File: config.mk
export PLATFORM = sky130hd
export DESIGN_NAME = steamer_wx4_flat
export DESIGN_NICKNAME = d
export VERILOG_FILES = /design/src/rtl/steamer_wx4_if.sv /design/src/rtl/steamer_wx4.sv /design/src/flat_wrapper.sv
export SDC_FILE = /design/constraint.sdc
export NUM_CORES = 1
export LEC_CHECK = 0
export ABC_AREA = 1
export CORE_MARGIN = 5
export CORE_UTILIZATION = 59
export CTS_BUF_LIST = sky130_fd_sc_hd__clkbuf_16
export CTS_CLUSTER_SIZE = 14
export DETAILED_ROUTE_END_ITERATION = 10
export PLACE_DENSITY = 0.8
export SLEW_MARGIN = 20
export SYNTH_ARGS = -nofsm -noshare
export SYNTH_HDL_FRONTEND = slang
export SYNTH_SLANG_ARGS = --single-unit
export TNS_END_PERCENT = 1
File: constraint.sdc
create_clock -name clk_i -period 5.3 [get_ports clk_i]
set_clock_uncertainty 0.2 [all_clocks]
set_input_delay 1.06 -clock clk_i [delete_from_list [all_inputs] [get_ports clk_i]]
set_output_delay 1.06 -clock clk_i [all_outputs]
set_load 0.05 [all_outputs]
File: src/rtl/steamer_wx4_if.sv
// steamer_wx4_if
// Wishbone-style bus bundle between the steamer_wx4 stack processor (master)
// and its memory (slave).
//   adr_o  word address (byte address with the LB lane bits dropped)
//   we_o   write enable
//   cyc_o  bus cycle active; stb_o always follows cyc_o
//   sel_o  byte-lane selects, lane 0 = bits 7:0
//   vda_o  data address valid; vpa_o program address valid
//          (both high marks a literal fetch)
//   dat_o  write data
//   ack_i  cycle termination
//   dat_i  read data
interface steamer_wx4_if #(
  parameter int DW = 16,
  parameter int AW = 16
);
  localparam int LB = $clog2(DW / 8);

  logic [AW-LB-1:0] adr_o;
  logic             we_o;
  logic             cyc_o;
  logic             stb_o;
  logic [DW/8-1:0]  sel_o;
  logic             vda_o;
  logic             vpa_o;
  logic [DW-1:0]    dat_o;
  logic             ack_i;
  logic [DW-1:0]    dat_i;

  modport master (
    output adr_o, we_o, cyc_o, stb_o, sel_o, vda_o, vpa_o, dat_o,
    input  ack_i, dat_i
  );

  modport slave (
    input  adr_o, we_o, cyc_o, stb_o, sel_o, vda_o, vpa_o, dat_o,
    output ack_i, dat_i
  );
endinterface

File: src/rtl/steamer_wx4.sv
// steamer_wx4
// Packed-opcode stack processor. Fetches DW-bit instruction words holding
// DW/4 four-bit opcodes and executes them MSB-first against a DEPTH-entry
// register stack (entry 0 = z, 1 = y, 2 = x).
//   clk_i  clock, all state on the rising edge
//   res_i  asynchronous active-high reset; also forces every bus output low
//   bus    steamer_wx4_if master modport (address, data, selects, handshake)
module steamer_wx4 #(
  parameter int DW    = 16,
  parameter int AW    = 16,
  parameter int DEPTH = 3
) (
  input  logic          clk_i,
  input  logic          res_i,
  steamer_wx4_if.master bus
);
  localparam int NB = DW / 8;
  localparam int LB = $clog2(NB);
  localparam int PW = AW - LB;

  typedef enum logic {PH_FETCH, PH_EXEC} phase_t;

  phase_t          r_phase;
  logic [PW-1:0]   r_p;
  logic [DW-1:0]   r_ir;
  logic [DW-1:0]   r_stk [DEPTH];

  logic [3:0]      w_op;
  logic [DW-1:0]   w_z;
  logic [DW-1:0]   w_y;
  logic [PW-1:0]   w_zAdr;
  logic [LB-1:0]   w_lane;
  logic [NB-1:0]   w_laneSel;
  logic [7:0]      w_byte;
  logic            w_restZero;
  logic            w_taken;
  logic            w_adv;
  logic [DW-1:0]   w_pushVal;
  logic [DW-1:0]   w_pop1 [DEPTH];
  logic [DW-1:0]   w_pop2 [DEPTH];
  logic [DW-1:0]   w_pop3 [DEPTH];
  logic [DW-1:0]   w_push [DEPTH];
  logic [DW-1:0]   w_nstk [DEPTH];

  logic            w_cyc;
  logic            w_we;
  logic            w_vda;
  logic            w_vpa;
  logic [PW-1:0]   w_adr;
  logic [NB-1:0]   w_sel;
  logic [DW-1:0]   w_dat;

  assign w_op       = r_ir[DW-1 -: 4];
  assign w_z        = r_stk[0];
  assign w_y        = r_stk[1];
  assign w_zAdr     = w_z[AW-1:LB];
  assign w_lane     = w_z[LB-1:0];
  assign w_laneSel  = NB'(1) << w_lane;
  assign w_byte     = 8'(bus.dat_i >> {w_lane, 3'b000});
  assign w_restZero = (r_ir[DW-5:0] == '0);

  // Stack shift networks. Pops move entries toward the top and duplicate
  // the bottom entry; a push moves entries away and drops the bottom one.
  for (genvar g = 0; g < DEPTH; g++) begin : g_shift
    localparam int J1 = (g + 1 < DEPTH) ? g + 1 : DEPTH - 1;
    localparam int J2 = (g + 2 < DEPTH) ? g + 2 : DEPTH - 1;
    localparam int J3 = (g + 3 < DEPTH) ? g + 3 : DEPTH - 1;
    assign w_pop1[g] = r_stk[J1];
    assign w_pop2[g] = r_stk[J2];
    assign w_pop3[g] = r_stk[J3];
    if (g == 0) begin : g_top
      assign w_push[g] = w_pushVal;
    end else begin : g_rest
      assign w_push[g] = r_stk[g-1];
    end
  end

  // Value pushed by LIT / DUP / OVER.
  always_comb begin
    w_pushVal = w_z;
    case (w_op)
      4'h1:    w_pushVal = bus.dat_i;
      4'hC:    w_pushVal = w_y;
      default: w_pushVal = w_z;
    endcase
  end

  // Branch decision for ZGO / GO / NZGO.
  always_comb begin
    w_taken = 1'b0;
    case (w_op)
      4'h7:    w_taken = (w_y == '0);
      4'hE:    w_taken = 1'b1;
      4'hF:    w_taken = (w_y != '0);
      default: w_taken = 1'b0;
    endcase
  end

  // Stack contents after the current slot executes.
  always_comb begin
    w_nstk = r_stk;
    case (w_op)
      4'h1, 4'h9, 4'hC: w_nstk = w_push;
      4'h2:             w_nstk[0] = bus.dat_i;
      4'h3, 4'hB:       w_nstk = w_pop3;
      4'h4: begin
        w_nstk    = w_pop1;
        w_nstk[0] = w_y + w_z;
      end
      4'h5: begin
        w_nstk    = w_pop1;
        w_nstk[0] = w_y & w_z;
      end
      4'h6: begin
        w_nstk    = w_pop1;
        w_nstk[0] = w_y ^ w_z;
      end
      4'h7, 4'hF:       w_nstk = w_pop2;
      4'h8:             w_nstk[0] = w_z >> 1;
      4'hA:             w_nstk[0] = DW'(w_byte);
      4'hE:             w_nstk = w_pop1;
      default:          w_nstk = r_stk;
    endcase
  end

  // Bus request for the current phase. FETCH and the memory opcodes run a
  // cycle; everything else leaves the bus idle with all fields zero.
  always_comb begin
    w_cyc = 1'b0;
    w_we  = 1'b0;
    w_vda = 1'b0;
    w_vpa = 1'b0;
    w_adr = '0;
    w_sel = '0;
    w_dat = '0;
    if (r_phase == PH_FETCH) begin
      w_cyc = 1'b1;
      w_vpa = 1'b1;
      w_adr = r_p;
      w_sel = '1;
    end else begin
      case (w_op)
        4'h1: begin
          w_cyc = 1'b1;
          w_vda = 1'b1;
          w_vpa = 1'b1;
          w_adr = r_p;
          w_sel = '1;
        end
        4'h2: begin
          w_cyc = 1'b1;
          w_vda = 1'b1;
          w_adr = w_zAdr;
          w_sel = '1;
        end
        4'h3: begin
          w_cyc = 1'b1;
          w_vda = 1'b1;
          w_we  = 1'b1;
          w_adr = w_zAdr;
          w_sel = '1;
          w_dat = w_y;
        end
        4'hA: begin
          w_cyc = 1'b1;
          w_vda = 1'b1;
          w_adr = w_zAdr;
          w_sel = w_laneSel;
        end
        4'hB: begin
          w_cyc = 1'b1;
          w_vda = 1'b1;
          w_we  = 1'b1;
          w_adr = w_zAdr;
          w_sel = w_laneSel;
          w_dat = {NB{w_y[7:0]}};
        end
        default: w_cyc = 1'b0;
      endcase
    end
  end

  // Bus slots stall until ack; ack is ignored when no cycle is running.
  assign w_adv = w_cyc ? bus.ack_i : 1'b1;

  // Reset gates the outputs directly so an in-flight cycle is dropped
  // without waiting for a clock edge.
  assign bus.cyc_o = w_cyc & ~res_i;
  assign bus.stb_o = w_cyc & ~res_i;
  assign bus.we_o  = w_we & ~res_i;
  assign bus.vda_o = w_vda & ~res_i;
  assign bus.vpa_o = w_vpa & ~res_i;
  assign bus.adr_o = res_i ? '0 : w_adr;
  assign bus.sel_o = res_i ? '0 : w_sel;
  assign bus.dat_o = res_i ? '0 : w_dat;

  // Sequencer: fetch a word, then step through its opcodes until the rest
  // of the word is zero or a branch is taken.
  always_ff @(posedge clk_i or posedge res_i) begin
    if (res_i) begin
      r_phase <= PH_FETCH;
      r_p     <= '0;
      r_ir    <= '0;
      for (int i = 0; i < DEPTH; i++) r_stk[i] <= '0;
    end else if (w_adv) begin
      if (r_phase == PH_FETCH) begin
        r_ir    <= bus.dat_i;
        r_p     <= r_p + PW'(1);
        r_phase <= (bus.dat_i == '0) ? PH_FETCH : PH_EXEC;
      end else begin
        r_stk <= w_nstk;
        r_ir  <= r_ir << 4;
        if (w_taken) begin
          r_p     <= w_zAdr;
          r_phase <= PH_FETCH;
        end else begin
          if (w_op == 4'h1) r_p <= r_p + PW'(1);
          if (w_restZero) r_phase <= PH_FETCH;
        end
      end
    end
  end
endmodule

File: src/flat_wrapper.sv
// flat-port wrapper written by rule: the top's interface ports become plain ports
module steamer_wx4_flat 
#(
  parameter int DW    = 16,
  parameter int AW    = 16,
  parameter int DEPTH = 3
)
  (clk_i, res_i, bus_adr_o, bus_we_o, bus_cyc_o, bus_stb_o, bus_sel_o, bus_vda_o, bus_vpa_o, bus_dat_o, bus_ack_i, bus_dat_i);
  steamer_wx4_if #(.DW(DW), .AW(AW)) bus_i ();
  input  logic clk_i;
  input  logic res_i;
  output wire logic [$bits(bus_i.adr_o)-1:0] bus_adr_o;
  output wire logic [$bits(bus_i.we_o)-1:0] bus_we_o;
  output wire logic [$bits(bus_i.cyc_o)-1:0] bus_cyc_o;
  output wire logic [$bits(bus_i.stb_o)-1:0] bus_stb_o;
  output wire logic [$bits(bus_i.sel_o)-1:0] bus_sel_o;
  output wire logic [$bits(bus_i.vda_o)-1:0] bus_vda_o;
  output wire logic [$bits(bus_i.vpa_o)-1:0] bus_vpa_o;
  output wire logic [$bits(bus_i.dat_o)-1:0] bus_dat_o;
  input wire logic [$bits(bus_i.ack_i)-1:0] bus_ack_i;
  input wire logic [$bits(bus_i.dat_i)-1:0] bus_dat_i;
  assign bus_adr_o = bus_i.adr_o;
  assign bus_we_o = bus_i.we_o;
  assign bus_cyc_o = bus_i.cyc_o;
  assign bus_stb_o = bus_i.stb_o;
  assign bus_sel_o = bus_i.sel_o;
  assign bus_vda_o = bus_i.vda_o;
  assign bus_vpa_o = bus_i.vpa_o;
  assign bus_dat_o = bus_i.dat_o;
  assign bus_i.ack_i = bus_ack_i;
  assign bus_i.dat_i = bus_dat_i;
  steamer_wx4 #(.DW(DW), .AW(AW), .DEPTH(DEPTH)) u_core (.clk_i(clk_i), .res_i(res_i), .bus(bus_i));
endmodule
==> out/qor.txt <==
Post-synthesis simple-gate area fraction - 0.352
GR Util met1 - 0.476
Critical path class - in2out
I/O Pins - 57
Count of flip-flops with a built-in enable after synthesis - 0
Achievable frequency - 229 MHz
Largest cells by area after synthesis - dfrtp_1 (30%), nand2_1 (18%), inv_1 (8.7%)
Final RePlAce weighted congestion - 1.06
Post-CTS setup buffers - 0
TritonCTS clock tree - built
HP Class - reg2reg
GRT met2 Usage - 0.552
Die area - 13400 sq um
Final WS setup - 0.940 ns
R2r setup slk - 2.22 ns
Post-DRT Antenna Nets - 0
Core Box Area - 10900 sq um
Post-synth cell types - 44
DRT Wirelength - 23.3 mm
Setup Total Neg Slack - 0 ns
Cells after synthesis - 1037
Mux cell area share after synthesis - 0
Met3 Use GR - 0.0663
First-pass GRT wire length - 36.4 mm
RSZ-0062 raised after global routing - false
Chip height - 116 um
Worst Hold Path EP - u_core.r_stk[3]
Vias in the first global route - 6860
Post-synth top area share - 0.304
Total gr overflow - 0
Worst Path Arrival - 3.10 ns
Top Usage Layer GRT - met2
Setup-violating endpoint count in the final report - 0
Post-synthesis area per instance - 6.36 sq um
1st-pass router iterations - 5
Critical Path RT - 4.04 ns
Max Slew Vio Count - 0
DRC Markers - 0
Pwr per Cell Area - 673 nW/um^2
CP peak stage delay - 0.81 ns
Fin. Hold Viols - 0
CTS sink cnt - 80
Initial Utilization - 0.605
Leak - 3.75 nW
Area growth syn-to-layout - 13.1%
Hold-fix buffers, CTS - 0
Vias per cell - 6.10
Post-Synth XOR/XNOR Area - 0.0173
Site Rows - 38
Synth Area in Compound Gates - 0.172
FF-to-FF End - u_core.w_y[13]
Adder-Cell Fraction of Synth Area - 0.0353
FFs w/ async S/R, synth - 1.00
Clock Tree Buf Depth - 2
Post-CTS Resized - 0
Final Core Density - 0.685
GRT Util Overall - 0.355
Number of synthesized register bits - 80
Slowest library cell on the worst path - clkdlybuf4s50_1
Peak supply drop - 0.470 mV
R2R depth - 9
PortBufs - 56
Synth area leader - dfrtp_1
Tcrit/Tclk final - 0.823
Status - finished clean
Seq/Total Area, Yosys - 0.304
Combinational family with the most area after synthesis - simple AND/OR/NAND/NOR gates
Dpl ws - 0.970 ns
CTS buffer count - 9
Horiz. Die Dim - 116 um
Worst-case headroom to the max-slew limit - 0.258
Max FO, Critical Path - 9
Largest net degree at the start of global routing - 77
Initial antenna violation count - 0
Startpoint Class - input pin
Clk slew on worst S/H paths - 0.06 ns
Mapped Nets - 1074
Hold Crit Start - u_core.r_stk[3]
Clk Latency, worst-skew pair - 0.35 ns
Slew @ Worst Pin - 1.11 ns
Syn Std Cell Area - 6590 sq um
Most common flop cell mapped by yosys - dfrtp_1
Crit-path cells - clkdlybuf4s50_1 -> nor2_1 -> inv_2 -> nor3_2 -> inv_2 -> nor2_1 -> clkdlybuf4s50_1
DR WL/cell - 19.2 um
Detailed router's first-iteration violation count - 1054
Period minus WS final - 4.36 ns
H-tree depth - 3
Reg2reg start - u_core.r_ir[14]
Synth warnings - 0
Hold depth - 2
Ant diodes - 0
CP endpoint kind - output pin
Share of layout cells above drive strength 1 - 0.0566
Clock tree root driver cell - clkbuf_16
Max_cap viols - 0
NumNets Final - 1112
DR vias - 7429
Detail Placement HPWL - 17.1 mm
==> sequential cells by signal, summed over array words and instances (netlist names) <==
signal and count:
u_core.r_ir 16, u_core.r_stk 16, u_core.w_y 16, u_core.w_z 16
u_core.r_p 15, u_core.r_phase 1
==> stage by stage <==
stage	cell area [sq um]	hold slack (ns)	total power [mW]	cells
finish	7460	0.298	5.02	1218
floorplan	6600	0.249	3.46	1037
global route	7460	0.307	5.37	1218
global placement	7200	0.263	4.29	1204
detailed placement	7200	0.275	4.35	1204
CTS	7460	0.294	4.92	1218
==> power by group <==
part	switching, mW	leakage [nW]	internal (mW)
sequential	0.314	1.01	0.874
clock	0.252	0.130	0.308
combinational	2.26	2.61	1.01
total	2.83	3.75	2.19
==> layout by cell type, fill, tap and decap left out, types with 8 or more instances in the layout <==
cell type / n
a211oi_1: 15
nor3_1: 17
xor2_1: 12
o22ai_1: 24
nand4_1: 9
buf_4: 18
clkdlybuf4s50_1: 47
nor2_1: 85
inv_1: 154
nand3_1: 85
o211ai_1: 30
o21ai_1: 8
nand2_1: 317
ha_1: 17
clkbuf_16: 9
a21oi_1: 23
o21ai_0: 67
dfrtp_1: 80
==> cells in the mapped netlist, types with 6 or more instances <==
| cell type | count |
|---|---|
| nand2_1 | 317 |
| inv_1 | 153 |
| nand3_1 | 85 |
| nor2_1 | 85 |
| dfrtp_1 | 80 |
| o21ai_0 | 67 |
| o211ai_1 | 30 |
| o22ai_1 | 24 |
| a21oi_1 | 23 |
| clkbuf_1 | 18 |
| ha_1 | 17 |
| nor3_1 | 17 |
| a211oi_1 | 15 |
| buf_2 | 13 |
| xor2_1 | 12 |
| nand4_1 | 9 |
| o21ai_1 | 9 |
| a221oi_1 | 6 |
| inv_2 | 6 |
| or2_2 | 6 |
==> cell families (layout without fill, tap and decap cells) <==
| group | after synthesis | after routing |
|---|---|---|
| AND/OR/NAND/NOR | 542 | 542 |
| buffers and inverters | 199 | 240 |
| AO/OA/AOI/OAI | 185 | 185 |
| flip-flops | 80 | 80 |
| adder cells (fa/ha/maj) | 18 | 18 |
| XOR/XNOR | 13 | 13 |
==> layout make-up <==
cell class              count  area (sq um)
multi-input cells         758          3810
fillers                  1017          3430
flip-flops and latches     80          2000
inverters                 161           613
repair buffers             65           606
clock buffers               9           225
well taps                 140           175
clock inverters             5          28.8
==> critical path, delay by kind of cell <==
kind / cells / cell delay, ns
buffers and inverters: 4 / 1.53
and+or+nand+nor: 3 / 0.50
==> worst max path at each step <==
stage,slack [ns],startpoint,to,depth (start not counted)
finish,0.94,res_i,bus_dat_o[2],7
global route,0.78,res_i,bus_dat_o[2],7
CTS,0.95,res_i,bus_dat_o[2],7
detailed placement,0.97,res_i,bus_dat_o[2],7
global placement,1.03,res_i,bus_dat_o[5],7
floorplan,0.12,res_i,bus_adr_o[2],5
==> metal layers <==
layer / vias to the layer above / routed length (um)
li1: 3460 / -
met3: 93 / 2650
met5: - / 0
met4: 0 / 1130
met1: 3359 / 9220
met2: 517 / 10300
Power figures use the tool's default switching activity.
